==> config.mk <==
export PLATFORM = sky130hd
export DESIGN_NAME = ram_master
export DESIGN_NICKNAME = d
export VERILOG_FILES = /design/src/rtl/ram_master.sv
export SDC_FILE = /design/constraint.sdc
export NUM_CORES = 1
export LEC_CHECK = 0
export BUFFER_PORTS_ARGS = -buffer_cell sky130_fd_sc_hd__buf_2
export CAP_MARGIN = 20
export CORE_MARGIN = 4
export CORE_UTILIZATION = 40
export DETAILED_ROUTE_END_ITERATION = 7
export GPL_TIMING_DRIVEN = 0
export PLACE_DENSITY_LB_ADDON = 0.15
export SYNTH_ARGS = -nofsm -noshare
export SYNTH_HDL_FRONTEND = slang
export SYNTH_SLANG_ARGS = --single-unit
==> constraint.sdc <==
create_clock -name clk -period 4 [get_ports clk]
set_input_delay 0.2 -clock clk [delete_from_list [all_inputs] [get_ports clk]]
set_output_delay 0.2 -clock clk [all_outputs]
set_load 0.03 [all_outputs]
==> src/rtl/ram_master.sv <==
// Host-side initiator for a single-port synchronous RAM: valid/ready request in, registered RAM port
// out, read data returned over valid/ready. Define RAM_MASTER_CLEAR_EN to zero the RAM after reset.
module ram_master #(
  parameter int unsigned ADDR_W = 3,
  parameter int unsigned DATA_W = 8,
  parameter int unsigned DEPTH  = 1 << ADDR_W
) (
  input  logic              clk,
  input  logic              rst_n,
  input  logic              req_valid,
  output logic              req_ready,
  input  logic              req_we,
  input  logic [ADDR_W-1:0] req_addr,
  input  logic [DATA_W-1:0] req_wdata,
  output logic              rsp_valid,
  input  logic              rsp_ready,
  output logic [DATA_W-1:0] rsp_data,
  output logic              ram_en,
  output logic              ram_we,
  output logic [ADDR_W-1:0] ram_addr,
  output logic [DATA_W-1:0] ram_din,
  input  logic [DATA_W-1:0] ram_dout,
  output logic              busy
);

  // StReset only exists while rst_n is held; it keeps req_ready low and busy high until the
  // first edge after release.
  typedef enum logic [2:0] {
    StReset,
`ifdef RAM_MASTER_CLEAR_EN
    StClear,
`endif
    StIdle,
    StRdIssue,
    StRdWait,
    StRsp
  } state_e;

  state_e state_q, state_d;

  logic              ram_en_q, ram_en_d;
  logic              ram_we_q, ram_we_d;
  logic [ADDR_W-1:0] ram_addr_q, ram_addr_d;
  logic [DATA_W-1:0] ram_din_q, ram_din_d;
  logic              rsp_valid_q, rsp_valid_d;
  logic [DATA_W-1:0] rsp_data_q, rsp_data_d;
  logic              accept;

`ifdef RAM_MASTER_CLEAR_EN
  localparam logic [ADDR_W-1:0] LastAddr = ADDR_W'(DEPTH - 1);
  logic [ADDR_W-1:0] clr_cnt_q, clr_cnt_d;
`endif

  assign req_ready = (state_q == StIdle);
  assign busy      = (state_q != StIdle);
  assign accept    = req_valid && req_ready;

  assign ram_en    = ram_en_q;
  assign ram_we    = ram_we_q;
  assign ram_addr  = ram_addr_q;
  assign ram_din   = ram_din_q;
  assign rsp_valid = rsp_valid_q;
  assign rsp_data  = rsp_data_q;

  // State register
  always_ff @(posedge clk or negedge rst_n) begin
    if (!rst_n) begin
      state_q <= StReset;
    end else begin
      state_q <= state_d;
    end
  end

  // Next-state logic
  always_comb begin
    state_d = state_q;
    unique case (state_q)
`ifdef RAM_MASTER_CLEAR_EN
      StReset:   state_d = StClear;
      StClear:   if (clr_cnt_q == LastAddr) state_d = StIdle;
`else
      StReset:   state_d = StIdle;
`endif
      StIdle:    if (accept && !req_we) state_d = StRdIssue;
      StRdIssue: state_d = StRdWait;
      StRdWait:  state_d = StRsp;
      StRsp:     if (rsp_ready) state_d = StIdle;
      default:   state_d = StIdle;
    endcase
  end

  // Output logic: next values for the registered RAM port and response channel
  always_comb begin
    ram_en_d    = 1'b0;
    ram_we_d    = 1'b0;
    ram_addr_d  = ram_addr_q;
    ram_din_d   = ram_din_q;
    rsp_valid_d = rsp_valid_q;
    rsp_data_d  = rsp_data_q;
`ifdef RAM_MASTER_CLEAR_EN
    clr_cnt_d   = clr_cnt_q;
`endif
    unique case (state_q)
`ifdef RAM_MASTER_CLEAR_EN
      StClear: begin
        ram_en_d   = 1'b1;
        ram_we_d   = 1'b1;
        ram_addr_d = clr_cnt_q;
        ram_din_d  = '0;
        clr_cnt_d  = clr_cnt_q + 1'b1;
      end
`endif
      StIdle: begin
        if (accept) begin
          ram_en_d   = 1'b1;
          ram_we_d   = req_we;
          ram_addr_d = req_addr;
          if (req_we) ram_din_d = req_wdata;
        end
      end
      StRdWait: begin
        rsp_valid_d = 1'b1;
        rsp_data_d  = ram_dout;
      end
      StRsp: begin
        if (rsp_ready) rsp_valid_d = 1'b0;
      end
      default: ;
    endcase
  end

  always_ff @(posedge clk or negedge rst_n) begin
    if (!rst_n) begin
      ram_en_q    <= 1'b0;
      ram_we_q    <= 1'b0;
      ram_addr_q  <= '0;
      ram_din_q   <= '0;
      rsp_valid_q <= 1'b0;
      rsp_data_q  <= '0;
    end else begin
      ram_en_q    <= ram_en_d;
      ram_we_q    <= ram_we_d;
      ram_addr_q  <= ram_addr_d;
      ram_din_q   <= ram_din_d;
      rsp_valid_q <= rsp_valid_d;
      rsp_data_q  <= rsp_data_d;
    end
  end

`ifdef RAM_MASTER_CLEAR_EN
  always_ff @(posedge clk or negedge rst_n) begin
    if (!rst_n) begin
      clr_cnt_q <= '0;
    end else begin
      clr_cnt_q <= clr_cnt_d;
    end
  end
`endif

endmodule

==> flow_metrics.env <==
export IMPL_status="complete, no violations"
export IMPL_fill_cells=214
export IMPL_netlist_instances=66
export IMPL_finalHoldWorstSlack_ps=100
export IMPL_finalSetupViolations=0
export IMPL_initial_core_util_pct=43.0
export IMPL_yosysWarnings=0
export IMPL_clock_sinks=25
export IMPL_finalCritPeriodShare_pct=39.0
export IMPL_hold_viol=0
export IMPL_area_growth_pct=31.3
export IMPL_grt_overflow_total=0
export IMPL_io_buffers=47
export IMPL_fin_tns_setup_ps=0
export IMPL_worst_pin_slew_ps=539
export IMPL_grt_max_degree=26
export IMPL_ff2ff_path_depth=5
export IMPL_routabilityCongestion=0.653
export IMPL_critPathSlowestCell="dfrtp_1"
export IMPL_worstHoldPathCells=2
export IMPL_detail_route_antenna_nets=0
export IMPL_syn_cell_area_um2=978
export IMPL_holdCritPathClass="in -> reg"
export IMPL_p_leak_nw=0.651
export IMPL_track_usage_pct=12.4
export IMPL_slowest_delay_ps=420
export IMPL_num_io_pins=48
export IMPL_clockRootBuffer="clkbuf_4"
export IMPL_min_to="state_q[2]"
export IMPL_r2r_end="ram_din[3]"
export IMPL_worst_setup_path_end_kind="primary output"
export IMPL_cts_buffers_inserted=3
export IMPL_relSlewSlack_pct=64.1
export IMPL_first_pass_iters=2
export IMPL_cts_resized_gates=0
export IMPL_path_class="reg -> out"
export IMPL_grt_first_pass_wirelength_mm=3.18
export IMPL_arrival_ps=1360
export IMPL_fp_coreArea_mm2=0.00228
export IMPL_maxSlewViolCount=0
export IMPL_avgSynthCellArea_um2=14.8
export IMPL_rsz0062_at_grt="false"
export IMPL_die_y_um=57.5
export IMPL_regToRegStartpoint="state_q[1]"
export IMPL_synth_seq_cells=25
export IMPL_first_iter_violations=6
export IMPL_path_cells="nor2b_1 > nand2b_1 > inv_1 > buf_2"
export IMPL_nets=143
export IMPL_final_common_cell="buf_2"
export IMPL_seqCellArea_um2=626
export IMPL_critPathLaunchType="register"
export IMPL_max_freq_ghz=0.642
export IMPL_cap_viol_max_count=0
export IMPL_cts_clk_slew_worst_paths_ps=130
export IMPL_post_route_drc_count=0
export IMPL_power_density_mw_per_mm2=916
export IMPL_syn_nets=90
export IMPL_cts_tree="yes"
export IMPL_routed_wirelength_mm=1.82
export IMPL_cts_max_level=1
export IMPL_final_cell_mix="48 x buf_2, 25 x dfrtp_1, 19 x mux2_2, 4 x nor2b_1"
export IMPL_num_vias=674
export IMPL_cts_path_max_buffers=2
export IMPL_clkLatencyLatePin_ps=300
export IMPL_crit_fanout=6
export IMPL_die_area_mm2=0.00330
export IMPL_min_period_ps=1560
export IMPL_cp_required_ps=3800
export IMPL_holdBufCountCts=1
export IMPL_vdd_drop_max_mv=0.482
export IMPL_ys_types=16
export IMPL_wl_per_cell_um=12.5
export IMPL_die_x_um=57.5
export IMPL_row_count=17
export IMPL_fin_skew_ps=1.19
export IMPL_grt_pass1_vias=759
export IMPL_worstHoldStart="rsp_ready"
export IMPL_multi_input_area_um2=329
export IMPL_diodes=0
export IMPL_dp_hpwl_mm=1.41
export IMPL_viasPerCell=4.62
export IMPL_rrSetupSlack_ps=2540
export IMPL_final_layout_size_suffix_gt1_share_pct=61.9
export IMPL_antenna_found_initial=0
export IMPL_ys_seq_area_share_pct=63.9
export IMPL_cts_setup_buffers=0
-- synth_stat cells, drive strengths merged --
cell	number	area, um2
dfrtp	25	626
nor2b	4	25.0
nand3b	1	7.51
o21ai	1	5.00
o31a	1	8.76
inv	2	7.51
o31ai	1	7.51
mux2	19	214
nor2	3	11.3
and4bb	1	12.5
nand2b	2	12.5
nand2	2	15.0
a21oi	2	10.0
buf	2	16.3
-- metrics by stage --
stage / worst slack, ps / utilization (%) / total power [W] / area (um2) / cells
after floorplan: 2640 / - / 0.000901 / 978 / 66
after global placement: 2570 / 54.9 / 0.00107 / 1250 / 141
after detailed placement: 2550 / 54.9 / 0.00108 / 1250 / 141
after CTS: 2410 / 56.5 / 0.00120 / 1280 / 146
after global routing: 2280 / 56.5 / 0.00126 / 1280 / 146
final: 2440 / 56.5 / 0.00118 / 1280 / 146
-- worst max path at each step --
stage,startpoint,endpoint,cells after the start
6_report,state_q[0],req_ready,4
3_5_place_dp,state_q[1],ram_din[3],5
5_1_grt,state_q[0],req_ready,4
4_1_cts,state_q[0],req_ready,4
3_3_place_gp,state_q[1],ram_din[2],5
2_1_floorplan,state_q[1],ram_din[0],5
-- cell families after synthesis --
family	after synthesis	synth area share, %
DFF	25	63.9
AOI/OAI and AO/OA	5	3.20
buffers and inverters	4	2.43
and+or+nand+nor	13	8.57
muxes	19	21.9
-- sequential cells by signal, indices dropped and copies added, names as in the netlist --
signal     cells
ram_en         1
rsp_data       8
ram_addr       3
state_q        3
ram_we         1
ram_din        8
rsp_valid      1
-- per-layer routing --
metal  up-vias  global-route usage, %  wire length, um  part of all wire (%)
met4         0                   5.96               16                  0.88
met2        23                   22.1              948                    52
met3         2                   2.49              118                   6.5
met1       321                   13.9              737                    40
met5         -                      0                0                     0
li1        328                      -                -                     -
-- cell type report --
cell class                      count  area share (%)
Sequential cell                    25            48.7
Multi-Input combinational cell     37            25.6
Clock buffer                        4            2.04
Tap cell                           28            2.73
Inverter                            2           0.584
Timing Repair Buffer               48            19.1
Buffer                              2            1.27
-- where the power goes --
group | internal (W) | switching [W]
combinational | 0.000235 | 0.000402
clock | 0.0000389 | 0.0000690
sequential | 0.000375 | 0.0000568
total | 0.000649 | 0.000528
-- critical path, delay by kind of cell (launching register included) --
kind                   cells  cell delay, ps
buffers and inverters      2             230
AND/OR/NAND/NOR            2             390
flip-flops                 1             420
Note: power is estimated with default switching activity, not from simulation.
